`src/rtl/pipeline_ctrl_pkg.sv`:
```
// Shared definitions for the pipeline stall/flush sequencer: stage bit map,
// FSM encodings and the per-hazard stall/flush patterns.
package pipeline_ctrl_pkg;

  localparam int STG_PC     = 0;
  localparam int STG_IF_ID  = 1;
  localparam int STG_ID_EX  = 2;
  localparam int STG_EX_MEM = 3;
  localparam int STG_MEM_WB = 4;

  typedef enum logic [1:0] {
    ST_RUN      = 2'd0,
    ST_MD_WAIT  = 2'd1,
    ST_MEM_WAIT = 2'd2,
    ST_BAD      = 2'd3
  } state_e;

  localparam logic [4:0] PAT_NONE      = 5'b00000;
  localparam logic [4:0] PAT_MEM_STALL = 5'b01111;
  localparam logic [4:0] PAT_MEM_FLUSH = 5'b10000;
  localparam logic [4:0] PAT_MD_STALL  = 5'b00111;
  localparam logic [4:0] PAT_MD_FLUSH  = 5'b01000;
  localparam logic [4:0] PAT_BR_FLUSH  = 5'b00110;
  localparam logic [4:0] PAT_LH_STALL  = 5'b00011;
  localparam logic [4:0] PAT_LH_FLUSH  = 5'b00100;
  localparam logic [4:0] PAT_TO_FLUSH  = 5'b11110;

endpackage

```
`src/rtl/pipeline_ctrl_if.sv`:
```
// Hazard inputs and stall/flush outputs between the pipeline and its sequencer.
interface pipeline_ctrl_if
  import pipeline_ctrl_pkg::*;
#(
  parameter int CNT_W = 32
);
  logic             load_hazard_i;
  logic             branch_taken_i;
  logic             md_req_i;
  logic             md_done_i;
  logic             dmem_req_i;
  logic             dmem_ack_i;
  logic [4:0]       stall_o;
  logic [4:0]       flush_o;
  logic             md_start_o;
  logic             bus_err_o;
  state_e           state_o;
  logic [CNT_W-1:0] stall_cycles_o;

  modport slave (
    input  load_hazard_i, branch_taken_i, md_req_i, md_done_i, dmem_req_i, dmem_ack_i,
    output stall_o, flush_o, md_start_o, bus_err_o, state_o, stall_cycles_o
  );

  modport master (
    output load_hazard_i, branch_taken_i, md_req_i, md_done_i, dmem_req_i, dmem_ack_i,
    input  stall_o, flush_o, md_start_o, bus_err_o, state_o, stall_cycles_o
  );
endinterface

```
`src/rtl/pipeline_ctrl_perf_counter.sv`:
```
// Free-running enable counter for performance monitoring; wraps without saturation.
module perf_counter #(
  parameter int CNT_W = 32
) (
  input  logic             clk_i,
  input  logic             rst_i,
  input  logic             en_i,
  output logic [CNT_W-1:0] count_o
);
  logic [CNT_W-1:0] r_count;

  // count enabled cycles
  always_ff @(posedge clk_i or posedge rst_i) begin
    if (rst_i) begin
      r_count <= '0;
    end else if (en_i) begin
      r_count <= r_count + CNT_W'(1);
    end else begin
      r_count <= r_count;
    end
  end

  assign count_o = r_count;
endmodule

```
`src/rtl/pipeline_ctrl.sv`:
```
// Stall/flush sequencer for the 5-stage RV32 pipeline: merges load-use, branch,
// MUL/DIV and data-memory wait hazards, with a memory timeout watchdog.
module pipeline_ctrl
  import pipeline_ctrl_pkg::*;
#(
  parameter int TIMEOUT = 16,
  parameter int CNT_W   = 32
) (
  input  logic            clk_i,
  input  logic            rst_i,
  pipeline_ctrl_if.slave  bus
);
  localparam int              WC_W   = $clog2(TIMEOUT + 1);
  localparam logic [WC_W-1:0] WC_MAX = WC_W'(TIMEOUT);

  state_e           r_state;
  state_e           w_next_state;
  logic [WC_W-1:0]  r_wait_cnt;
  logic [WC_W-1:0]  w_next_wait_cnt;
  logic [4:0]       w_stall;
  logic [4:0]       w_flush;
  logic             w_md_start;
  logic             w_bus_err;
  logic             w_mem_miss;
  logic [CNT_W-1:0] w_stall_cycles;

  assign w_mem_miss = bus.dmem_req_i & ~bus.dmem_ack_i;

  // state and watchdog registers
  always_ff @(posedge clk_i or posedge rst_i) begin
    if (rst_i) begin
      r_state    <= ST_RUN;
      r_wait_cnt <= '0;
    end else begin
      r_state    <= w_next_state;
      r_wait_cnt <= w_next_wait_cnt;
    end
  end

  // next-state and hazard pattern selection
  always_comb begin
    w_next_state    = r_state;
    w_next_wait_cnt = r_wait_cnt;
    w_stall         = PAT_NONE;
    w_flush         = PAT_NONE;
    w_md_start      = 1'b0;
    w_bus_err       = 1'b0;
    case (r_state)
      ST_RUN: begin
        if (w_mem_miss) begin
          w_stall         = PAT_MEM_STALL;
          w_flush         = PAT_MEM_FLUSH;
          w_next_state    = ST_MEM_WAIT;
          w_next_wait_cnt = WC_W'(1);
        end else if (bus.md_req_i) begin
          w_md_start   = 1'b1;
          w_stall      = PAT_MD_STALL;
          w_flush      = PAT_MD_FLUSH;
          w_next_state = ST_MD_WAIT;
        end else if (bus.branch_taken_i) begin
          // the load-use dependent instruction is squashed by the redirect
          w_flush = PAT_BR_FLUSH;
        end else if (bus.load_hazard_i) begin
          w_stall = PAT_LH_STALL;
          w_flush = PAT_LH_FLUSH;
        end else begin
          w_stall = PAT_NONE;
        end
      end
      ST_MD_WAIT: begin
        if (bus.md_done_i) begin
          w_next_state = ST_RUN;
        end else if (w_mem_miss) begin
          w_stall = PAT_MEM_STALL;
          w_flush = PAT_MEM_FLUSH;
        end else begin
          w_stall = PAT_MD_STALL;
          w_flush = PAT_MD_FLUSH;
        end
      end
      ST_MEM_WAIT: begin
        if (bus.dmem_ack_i) begin
          w_next_state    = ST_RUN;
          w_next_wait_cnt = '0;
        end else if (r_wait_cnt == WC_MAX) begin
          w_bus_err       = 1'b1;
          w_flush         = PAT_TO_FLUSH;
          w_next_state    = ST_RUN;
          w_next_wait_cnt = '0;
        end else begin
          w_stall         = PAT_MEM_STALL;
          w_flush         = PAT_MEM_FLUSH;
          w_next_wait_cnt = r_wait_cnt + WC_W'(1);
        end
      end
      default: begin
        w_next_state    = ST_RUN;
        w_next_wait_cnt = '0;
      end
    endcase
  end

  assign bus.stall_o        = rst_i ? PAT_NONE : w_stall;
  assign bus.flush_o        = rst_i ? PAT_NONE : w_flush;
  assign bus.md_start_o     = rst_i ? 1'b0 : w_md_start;
  assign bus.bus_err_o      = rst_i ? 1'b0 : w_bus_err;
  assign bus.state_o        = r_state;
  assign bus.stall_cycles_o = w_stall_cycles;

  perf_counter #(
    .CNT_W (CNT_W)
  ) u_perf_counter (
    .clk_i   (clk_i),
    .rst_i   (rst_i),
    .en_i    (|bus.stall_o),
    .count_o (w_stall_cycles)
  );
endmodule

```
`src/flat_wrapper.sv`:
```
// flat-port wrapper written by rule: the top's interface ports become plain ports
module pipeline_ctrl_flat import pipeline_ctrl_pkg::*;
#(
  parameter int TIMEOUT = 16,
  parameter int CNT_W   = 32
)
  (clk_i, rst_i, bus_load_hazard_i, bus_branch_taken_i, bus_md_req_i, bus_md_done_i, bus_dmem_req_i, bus_dmem_ack_i, bus_stall_o, bus_flush_o, bus_md_start_o, bus_bus_err_o, bus_state_o, bus_stall_cycles_o);
  pipeline_ctrl_if #(.CNT_W(CNT_W)) bus_i ();
  input  logic clk_i;
  input  logic rst_i;
  input wire logic [$bits(bus_i.load_hazard_i)-1:0] bus_load_hazard_i;
  input wire logic [$bits(bus_i.branch_taken_i)-1:0] bus_branch_taken_i;
  input wire logic [$bits(bus_i.md_req_i)-1:0] bus_md_req_i;
  input wire logic [$bits(bus_i.md_done_i)-1:0] bus_md_done_i;
  input wire logic [$bits(bus_i.dmem_req_i)-1:0] bus_dmem_req_i;
  input wire logic [$bits(bus_i.dmem_ack_i)-1:0] bus_dmem_ack_i;
  output wire logic [$bits(bus_i.stall_o)-1:0] bus_stall_o;
  output wire logic [$bits(bus_i.flush_o)-1:0] bus_flush_o;
  output wire logic [$bits(bus_i.md_start_o)-1:0] bus_md_start_o;
  output wire logic [$bits(bus_i.bus_err_o)-1:0] bus_bus_err_o;
  output wire logic [$bits(bus_i.state_o)-1:0] bus_state_o;
  output wire logic [$bits(bus_i.stall_cycles_o)-1:0] bus_stall_cycles_o;
  assign bus_i.load_hazard_i = bus_load_hazard_i;
  assign bus_i.branch_taken_i = bus_branch_taken_i;
  assign bus_i.md_req_i = bus_md_req_i;
  assign bus_i.md_done_i = bus_md_done_i;
  assign bus_i.dmem_req_i = bus_dmem_req_i;
  assign bus_i.dmem_ack_i = bus_dmem_ack_i;
  assign bus_stall_o = bus_i.stall_o;
  assign bus_flush_o = bus_i.flush_o;
  assign bus_md_start_o = bus_i.md_start_o;
  assign bus_bus_err_o = bus_i.bus_err_o;
  assign bus_state_o = bus_i.state_o;
  assign bus_stall_cycles_o = bus_i.stall_cycles_o;
  pipeline_ctrl #(.TIMEOUT(TIMEOUT), .CNT_W(CNT_W)) u_core (.clk_i(clk_i), .rst_i(rst_i), .bus(bus_i));
endmodule
```
`config.mk`:
```
export PLATFORM = sky130hd
export DESIGN_NAME = pipeline_ctrl_flat
export DESIGN_NICKNAME = d
export VERILOG_FILES = /design/src/rtl/pipeline_ctrl_pkg.sv /design/src/rtl/pipeline_ctrl_if.sv /design/src/rtl/pipeline_ctrl_perf_counter.sv /design/src/rtl/pipeline_ctrl.sv /design/src/flat_wrapper.sv
export SDC_FILE = /design/constraint.sdc
export NUM_CORES = 1
export LEC_CHECK = 0
export BUFFER_PORTS_ARGS = -buffer_cell sky130_fd_sc_hd__buf_2
export CAP_MARGIN = 15
export CELL_PAD_IN_SITES_DETAIL_PLACEMENT = 1
export CELL_PAD_IN_SITES_GLOBAL_PLACEMENT = 1
export CORE_MARGIN = 2
export CORE_UTILIZATION = 36
export CTS_CLUSTER_DIAMETER = 30
export DETAILED_ROUTE_END_ITERATION = 10
export GPL_ROUTABILITY_DRIVEN = 0
export GPL_TIMING_DRIVEN = 0
export HOLD_SLACK_MARGIN = 0.05
export PLACE_DENSITY = 0.76
export RECOVER_POWER = 50
export SLEW_MARGIN = 5
export SYNTH_ARGS = -nofsm -noshare
export SYNTH_HDL_FRONTEND = slang
export SYNTH_SLANG_ARGS = --single-unit
```
`constraint.sdc`:
```
create_clock -name clk_i -period 1.8 [get_ports clk_i]
set_input_delay 0.09 -clock clk_i [delete_from_list [all_inputs] [get_ports clk_i]]
set_output_delay 0.09 -clock clk_i [all_outputs]
set_load 0.02 [all_outputs]
```
Yosys cells after proc, flatten, opt, wreduce, memory -nomap -nowiden --
Index checks and enable logic that the tools add are counted.
Storage, ports and cells: input bits 8, output and inout port bits 46, register bits 39, word-level logic and storage cells 57
Cells by class: muxes and demuxes 38, $add $sub $neg 2, bitwise gates (word level) 3, equality and inequality tests 7, reductions and logical operators 4
Operators with widths (count):
- $mux 5 | 16
- $pmux 5 s3 | 3
- $add 32x1->32 const B | 1
- $mux 2 | 6
- $mux 4 | 3
- $mux 1 | 8
- $ne 3x2->1 const B | 2
- $pmux 2 s3 | 1
- $add 5x1->5 const B | 1
- $eq 5x5->1 const B | 1
- $reduce_or 5->1 | 1
- $mux 3 | 1
- $reduce_and 3->1 | 1
- $eq 2x1->1 const B | 1
- $eq 2x2->1 const B | 1
- $logic_not 2->1 | 1
- $ne 2x1->1 const B | 1
- $ne 2x2->1 const B | 1
- $not 1->1 | 2
- $reduce_and 2->1 | 1
- $and 1x1->1 | 1

Longest topological paths before layout --
Gate-level depths: netlist of the first run.
word-level depth 7, mapped depth 8, mapped depth without buffers 7

Cells and area by module --
From an unflattened synthesis of the first run, not the netlist that was laid out.
Unflattened totals: cell total of the unflattened synthesis 205, area total of the unflattened synthesis 2114.5 um^2
By module, submodules not included:
- perf_counter | area an instance 1510.2 um^2, cells each 126, sequential area each 800.8 um^2, instances 1
- pipeline_ctrl | area an instance 604.3 um^2, cells each 79, sequential area each 175.2 um^2, instances 1

Worst setup path before layout of the first run --
OpenSTA, ideal clock, no wires.
path kind flip-flop to flip-flop, start register u_core.r_wait_cnt[0], end register u_core.u_perf_counter.r_count[1], in the netlist u_core.u_perf_counter.count_o[1], buffers on the path 1, setup time 125 ps, stages on the path, launching flop included 8, setup slack -181 ps, period minus slack after synthesis 1981 ps, data required time 1675 ps, arrival 1856 ps, cell sequence dfrtp_1 inv_1 ha_1 and4bb_2 o21ai_4 o31ai_4 buf_2 mux2_2
On the way: word-level cells in the longest chain between the ends 6
RTL lines:
- start: declaration | line pipeline_ctrl.sv:18 | logic [WC_W-1:0] r_wait_cnt;
- start signal: assignment | line pipeline_ctrl.sv:36 | r_wait_cnt <= w_next_wait_cnt;
- $eq 5x5->1 | line pipeline_ctrl.sv:85 | end else if (r_wait_cnt == WC_MAX) begin
- $mux 4 | line pipeline_ctrl.sv:85
- $mux 5 | line pipeline_ctrl.sv:82 | if (bus.dmem_ack_i) begin
- $pmux 5 s3 | line pipeline_ctrl.sv:48 | case (r_state)
- $mux 5 | line pipeline_ctrl.sv:103 | assign bus.stall_o = rst_i ? PAT_NONE : w_stall;
- $reduce_or 5->1 | line pipeline_ctrl.sv:115 | .en_i (|bus.stall_o),
- end signal: assignment | line pipeline_ctrl_perf_counter.sv:17 | r_count <= r_count + CNT_W'(1);
- end signal: assignment | line pipeline_ctrl_perf_counter.sv:19 | r_count <= r_count;
- end: declaration | line pipeline_ctrl_perf_counter.sv:10 | logic [CNT_W-1:0] r_count;
Every way passes these cells. A chain may end at the register's enable or synchronous reset.

Worst setup path after layout of the first run --
start register u_core.r_state[1], in the netlist u_core.bus.state_o[1], end register u_core.u_perf_counter.r_count[4], in the netlist u_core.u_perf_counter.count_o[4]
On the way: word-level cells in the longest chain between the ends 4, elaborated cells on any way between the ends 6, classes of those cells eq/ne: 2; mux: 2; reduce/logical: 2
RTL lines:
- start: declaration | line pipeline_ctrl.sv:16 | state_e r_state;
- start signal: assignment | line pipeline_ctrl.sv:35 | r_state <= w_next_state;
- $eq 2x2->1 (tied with other cells) | line pipeline_ctrl.sv:48
- $pmux 5 s3 * | line pipeline_ctrl.sv:48
- $mux 5 * | line pipeline_ctrl.sv:103
- $reduce_or 5->1 * | line pipeline_ctrl.sv:115
Mark *: on every way between the ends. The rest lies on a longest branch, timed or not.

==> results of run 1 <==
cell usage in the layout, fill, tap and decap left out, drive strengths merged:
cell type / instances
clkinvlp: 1
or3b: 1
buf: 98
mux2: 1
a211o: 1
nand4: 7
a21oi: 6
nor3: 13
o31ai: 1
dfrtp: 39
nand2: 28
nor4: 8
o21a: 1
o311ai: 1
clkbuf: 14
o21ai: 10
and4bb: 1
xor2: 27
xnor2: 6
or4b: 1
ha: 3
dlygate4sd3: 1
nand2b: 6
a22o: 1
nand3: 10
inv: 7
clkinv: 1
nor2b: 1
and2: 1
conb: 2
nor3b: 2
nor4b: 4
nor2: 20
worst min-delay path by stage:
stage | end | startpoint | slack, ns | cells past startpoint
CTS | u_core.r_wait_cnt[0]$_DFFE_PP0P_ | bus_dmem_ack_i | 0.18 | 3
detailed placement | u_core.bus.state_o[0]$_DFFE_PP0P_ | rst_i | 0.03 | 2
global route | u_core.bus.state_o[0]$_DFFE_PP0P_ | bus_md_req_i | 0.28 | 4
finish | u_core.bus.state_o[0]$_DFFE_PP0P_ | bus_md_req_i | 0.24 | 4
global placement | u_core.r_wait_cnt[0]$_DFFE_PP0P_ | bus_dmem_ack_i | 0.45 | 3
floorplan | bus_bus_err_o | rst_i | 0.26 | 1
state kept, by name (all words and copies together) (netlist names):
name	count
u_core.r_wait_cnt	5
u_core.bus.state_o	2
u_core.u_perf_counter.count_o	32
kinds of logic (layout without fill, tap and decap cells):
logic type	Yosys count	after routing	synth area share, %
AOI/OAI and AO/OA	21	21	6.915
xor gates and xnor gates	33	33	13.65
adders and majority gates	3	3	1.773
buffers and inverters	16	122	3.841
DFF	39	39	46.10
muxes	1	1	0.5319
other	1	2	0.1771
and+or+nand+nor	103	103	27.01
through the flow:
step                      TNS (ns)  worst slack [ns]
after floorplan            -0.2063          -0.07580
after detailed placement    -7.817           -0.3350
after global placement      -8.527           -0.4613
after global routing        -10.14           -0.4096
after CTS                   -4.439           -0.2653
final                       -8.165           -0.3376
power by group through the flow:
| stage | clock (mW) | combinational, mW | sequential (mW) |
|---|---|---|---|
| 3_5_place_dp | 0 | 0.868 | 1.20 |
| 6_report | 0.647 | 1.46 | 1.17 |
| 5_1_grt | 0.701 | 1.54 | 1.19 |
| 3_3_place_gp | 0 | 0.839 | 1.20 |
| 4_1_cts | 0.634 | 1.11 | 1.14 |
| 2_1_floorplan | 0 | 0.470 | 1.30 |
critical path: stages (launching register included):
cell	delay, ns
dfrtp_2	0.44
buf_4	0.15
buf_4	0.13
a21oi_2	0.35
o31ai_4	0.15
buf_6	0.16
buf_4	0.14
buf_8	0.14
buf_4	0.14
nor2_4	0.08
xor2_1	0.17
final cells by class:
cell class | instances | area, sq um | share of cell area, %
buffer | 7 | 76.32 | 2.187
clock buffer | 7 | 86.33 | 2.474
clock inverter | 1 | 5.005 | 0.1434
inverter | 8 | 33.78 | 0.9681
multi-input combinational | 163 | 1488 | 42.63
sequential | 39 | 982.2 | 28.15
tap | 72 | 90.09 | 2.582
timing repair buffer | 99 | 728.2 | 20.87
metal layers:
metal | global-route usage, % | up-vias | routed length (um)
met2 | 36.92 | 73 | 4684
met4 | 6.610 | 0 | 325
met3 | 3.820 | 26 | 341
met1 | 26.04 | 1109 | 3531
li1 | - | 959 | -
met5 | 0 | - | 0
repair_timing:
action                                 in CTS  in global routing
endpoints found under the hold margin      39                  0
pin swaps                                  10                 42
hold buffers                                1                  0
buffers inserted                           15                 29
gates cloned                                0                  2
resized for setup                          38                 61
setup endpoints to repair                  39                 40
==> results.md, run 1 <==
- Status: complete, but fails checks
- Failing checks: setup timing
- Crit end category: flip-flop
- Top FF cell, synth: dfrtp_1
- Rows: 27
- Remaining global-route overflow: 0
- Post-route setup slack: -0.3376 ns
- Per-cell routed wire length: approximately 22 um
- Routed Antenna Nets: 0
- Leakage: 1.777 nW
- Clock power frac: around 20%
- Fin crit period: between 2 and 2.5 ns
- Critical Path RT: about 2.0 ns
- Worst Tran Pin Value: roughly 1 ns
- Worst Path Arrival: ~2.4 ns
- # H-tree levels: 2
- Int Pwr: 1.899 mW
- Tightest Hold Check Type: in -> reg
- Post-synth ARST share: 100.0%
- Avg Cell Area, Syn: 9.756 sq um
- Maximum VDD drop: 0.0008209 V
- Post-route cell area: 0.003490 sq mm
- Worst hold margin: 0.2400 ns
- Clock Path Buffers: 2
- Slew Limit Fails: 0
- Worst Setup SP: u_core.bus.state_o[1]$_DFFE_PP0P_
- Vias in the first global route: between 2,000 and 2,500
- Top Ports: 54
- Reg2Reg Setup Slack: -0.34 ns
- Max Cap Viol: 0
- Combinational Power Share: about 45%
- Sequential fraction of the synthesis area: ~46%
- Power after layout: ~3.3 mW
- Synth top area cells: dfrtp_1 46%, xor2_1 11%, nand2_1 5.0%, nor2_1 3.5%, nor3_1 3.1%
- Initial core utilization: 37.75%
- Pre-Repair DR Iteration Count: 4
- PortBufs: 51
- CP startpoint kind: flip-flop
- Flop pwr share: 35.8%
- Area share of the largest cell type after synthesis: 46.10%
- Drt total wl: 8884 um
- Fmax: around 470 MHz
- Setup violators final: 41
- Dpl cell area: 0.002565 sq mm
- Post-synth cell types: 38
- Skew final: 0.004911 ns
- Post-synth EDFFs: 0
- Total number of vias: about 2,200
- Clk Latency, worst-skew pair: 0.30 ns
- Syn Inst Count: between 200 and 250
- WS Path Type: reg -> reg
- End of the critical path: u_core.u_perf_counter.count_o[4]$_DFFE_PP0P_
- GRT Total Usage: between 20% and 30%
- Dpl cells: approximately 340
- Fin nets: approximately 330
- Iteration-0 DRC count of the detailed router: ~150
- Final HPWL DP: roughly 3900 um
- Layout cells sized above 1: 53.40%
- Flops & latches, synth: 39
- Layout area overhead: 64.83%
- Reg2reg start: u_core.bus.state_o[1]$_DFFE_PP0P_
- Period utilization: 118.8%
- Clock transition at path regs: approximately 0.080 ns
- Clock Root Buffer: clkbuf_8
- Post-Syn Area: ~0.0021 sq mm
- Synth warn: 0
- RSZ-0062 raised after global routing: true
- Post-synth top area cell: dfrtp_1
- Final cell count without fillers: between 300 and 400
- Die height: ~81 um
- Max FO, Critical Path: 5
- Via density: between 5 and 6
- Area of the core: between 0.005 and 0.006 sq mm
- R2R cell count: 10
- TritonCTS clock tree: built
- Final Core Density: between 60% and 70%
- Die area: 0.006510 sq mm
- DRC viols: 0
- Clk sinks: 39
- Antenna diodes: 0
- # fillers: 623
- Worst R2R End: u_core.u_perf_counter.count_o[4]$_DFFE_PP0P_
- CTS buffer count: 5
- Switching pwr: between 1 and 1.5 mW
- Largest net degree at the start of global routing: 39
- Most frequent cell after synthesis: dfrtp_1
- Initial antenna violation count: 0
- Sw frac: 42.06%
- Final Hold Vio Count: 0
- Commonest cells post-synth: 39 x dfrtp_1, 28 x nand2_1, 27 x xor2_1, 20 x nor2_1, 13 x nor3_1
- First-pass GRT wire length: a little over 10,000 um
- Die X: 80.69 um
- Slew HR: between 30% and 40%
- Pwr per Cell Area: approximately 940 mW/mm^2
(Power assumes the default switching activity.)
==> inputs of run 2 (changes only) <==
--- a/config.mk
+++ b/config.mk
@@ -16,7 +16,7 @@
 export GPL_ROUTABILITY_DRIVEN = 0
 export GPL_TIMING_DRIVEN = 0
 export HOLD_SLACK_MARGIN = 0.05
-export PLACE_DENSITY = 0.76
+export PLACE_DENSITY_LB_ADDON = 0.25
 export RECOVER_POWER = 50
 export SLEW_MARGIN = 5
 export SYNTH_ARGS = -nofsm -noshare
==> results.md, run 2 (synthesized netlist as in run 1, its figures left out) <==
- Setup violators final: 40 (-2.4%)
- Clock transition at path regs: 0.08 ns (about the same)
- R2R cell count: 9 (-1)
- CP startpoint kind: flip-flop
- Initial antenna violation count: 0 (unchanged)
- Max Cap Viol: 0 (unchanged)
- Worst path most repeated cell: buf_6
- Period utilization: 120.2% (+1.5 points)
- Fin nets: 325 (-2.7%)
- Crit end category: output pin
- # fillers: 626 (+0.48%)
- Top Ports: 54 (unchanged)
- Slew Limit Fails: 0 (unchanged)
- Min-Delay Endpoint: u_core.r_wait_cnt[0]$_DFFE_PP0P_
- GRT Total Usage: 21.82% (+0.78 points)
- CP Cell Sequence: inv_1 > ha_2 > and4bb_2 > o21ai_4 > o31ai_4 > buf_6 > clkinvlp_4 > buf_6 > buf_6
- Crit-path max cell delay: 0.41 ns (-0.03 ns)
- Antenna diodes: 0 (unchanged)
- Most common cell after layout, fill and taps aside: dfrtp_1
- Worst R2R End: u_core.u_perf_counter.count_o[1]$_DFFE_PP0P_
- Dpl cell area: 0.002572 sq mm (+0.29%)
- Area of the core: 0.005608 sq mm (unchanged)
- CTS buffer count: 5 (unchanged)
- Status: complete, but fails checks
- Combinational Power Share: 43.1% (-1.4 points)
- Final Hold Vio Count: 0 (unchanged)
- Sw frac: 40.06% (-2.0 points)
- Initial core utilization: 37.75% (unchanged)
- Worst Path Arrival: 2.07 ns (-0.29 ns)
- Reg2reg start: u_core.r_wait_cnt[0]$_DFFE_PP0P_
- First-pass GRT wire length: 10,670 um (+3.3%)
- Drt total wl: 7996 um (-10%)
- Via density: 5.351 (-2.2%)
- Int Pwr: 2.051 mW (+8.0%)
- Die X: 80.69 um (unchanged)
- Max FO, Critical Path: 2 (-3)
- Hold Startpoint: bus_dmem_req_i
- Remaining global-route overflow: 0 (unchanged)
- Most frequent cells in the layout: 34 x dfrtp_1, 31 x buf_4, 27 x xor2_1
- PortBufs: 51 (unchanged)
- Worst hold stages: 3 (-1)
- Clk Latency, worst-skew pair: 0.30 ns (about the same)
- RSZ-0062 raised after global routing: true
- Die height: 80.69 um (unchanged)
- Skew final: 0.01135 ns (+0.006442 ns)
- WS Path Type: reg -> out
- Pwr per Cell Area: 989.0 mW/mm^2 (+5.3%)
- Flop pwr share: 34.9% (-0.9 points)
- Slew HR: 46.01% (+14 points)
- Power after layout: 3.422 mW (+4.4%)
- Max reg flops: 32 (unchanged)
- TritonCTS clock tree: built
- Total number of vias: 2,071 (-4.4%)
- Clk sinks: 39 (unchanged)
- Maximum VDD drop: 0.0008069 V (-1.7%)
- Layout area overhead: 63.42%
- Clock power frac: 22.0% (+2.3 points)
- Fin crit period: 2.164 ns (+0.02668 ns)
- Routed Antenna Nets: 0 (unchanged)
- Largest net degree at the start of global routing: 24 (-38%)
- Leakage: 1.713 nW (-3.6%)
- Vias in the first global route: 2,080 (+3.8%)
- Layout cells sized above 1: 45.08% (-8.3 points)
- CP max-delay cell: dfrtp_1
- Clock Root Buffer: clkbuf_8
- DRC viols: 0 (unchanged)
- Switching pwr: 1.371 mW (-0.57%)
- Per-cell routed wire length: 20.66 um (-7.9%)
- Failing checks: setup timing
- Tightest Hold Check Type: in -> reg
- Iteration-0 DRC count of the detailed router: 90 (-38%)
- Critical Path RT: 1.71 ns (-0.31 ns)
- Pre-Repair DR Iteration Count: 4 (unchanged)
- Worst Tran Pin Value: 0.8072 ns (-0.2057 ns)
- # H-tree levels: 2 (unchanged)
- Reg2Reg Setup Slack: -0.34 ns (about the same)
- Final HPWL DP: 4008 um (+4.0%)
- Fmax: 462.0 MHz (-1.2%)
- Post-route cell area: 0.003460 sq mm (-0.86%)
- Clock Path Buffers: 2 (unchanged)
- Die area: 0.006510 sq mm (unchanged)
- Post-route setup slack: -0.3643 ns (-0.02668 ns)
- Rows: 27 (unchanged)
[run 2: how the worst max path moves through the flow]
| stage | slack (ns) | endpoint | cells after the start | from |
|---|---|---|---|---|
| 6_report | -0.36 | bus_stall_o[1] | 9 | u_core.r_wait_cnt[0]$_DFFE_PP0P_ |
| 5_1_grt | -0.42 | bus_stall_o[1] | 9 | u_core.r_wait_cnt[0]$_DFFE_PP0P_ |
| 4_1_cts | -0.29 | bus_stall_o[1] | 9 | u_core.r_wait_cnt[0]$_DFFE_PP0P_ |
| 3_5_place_dp | -0.33 | u_core.u_perf_counter.count_o[1]$_DFFE_PP0P_ | 7 | u_core.r_wait_cnt[0]$_DFFE_PP0P_ |
| 3_3_place_gp | -0.52 | bus_stall_o[3] | 5 | rst_i |
| 2_1_floorplan | -0.08 | u_core.u_perf_counter.count_o[1]$_DFFE_PP0P_ | 7 | u_core.r_wait_cnt[0]$_DFFE_PP0P_ |
[run 2: routing by layer]
layer | routed length, um | GRT usage (%) | up-vias
met4 | 192 | 6.949 | 0
met3 | 232 | 3.258 | 20
met1 | 3389 | 27.31 | 1058
met5 | 0 | 0 | -
met2 | 4182 | 38.42 | 54
li1 | - | - | 939
[run 2: per-stage QoR]
step                      worst slack (ns)  setup TNS [ns]  cells  util [%]  hold WS (ns)
after floorplan                   -0.07580         -0.2063    218         -        0.2598
after global placement             -0.5160          -9.093    341     45.38        0.4469
final                              -0.3643          -9.846    387     61.69        0.2132
after global routing               -0.4201          -12.31    387     61.69        0.2050
after CTS                          -0.2919          -5.835    370     55.53        0.1800
after detailed placement           -0.3325          -7.699    342     45.87        0.2090
[run 2: area by class of cell]
cell class / instances / area, sq um / area share, %
Inverter: 8 / 33.78 / 0.9765
Tap cell: 72 / 90.09 / 2.604
Clock buffer: 7 / 76.32 / 2.206
Timing Repair Buffer: 89 / 664.4 / 19.20
Multi-Input combinational cell: 163 / 1493 / 43.15
Clock inverter: 1 / 30.03 / 0.8680
Buffer: 8 / 90.09 / 2.604
Sequential cell: 39 / 982.2 / 28.39
[run 2: repair_timing]
item	4_1_cts	5_1_grt
setup buffers	18	17
pin swaps	18	38
endpoints found under the hold margin	17	0
setup endpoints to repair	39	41
gates cloned	0	1
hold buffers	2	0
resized for setup	59	55
[run 2: critical path, delay by kind of cell, from the launching register on]
| family | cells | cell delay, ns |
|---|---|---|
| buffers and inverters | 5 | 0.58 |
| and+or+nand+nor | 1 | 0.28 |
| DFF | 1 | 0.41 |
| AOI/OAI and AO/OA | 2 | 0.34 |
| adders and majority gates | 1 | 0.16 |
[run 2: power by group through the flow]
stage / Clock [mW] / Combinational (mW) / Sequential (mW)
after floorplan: 0 / 0.470 / 1.30
after global placement: 0 / 0.842 / 1.20
after detailed placement: 0 / 0.875 / 1.20
after CTS: 0.740 / 1.17 / 1.16
after global routing: 0.788 / 1.57 / 1.21
final: 0.752 / 1.48 / 1.19
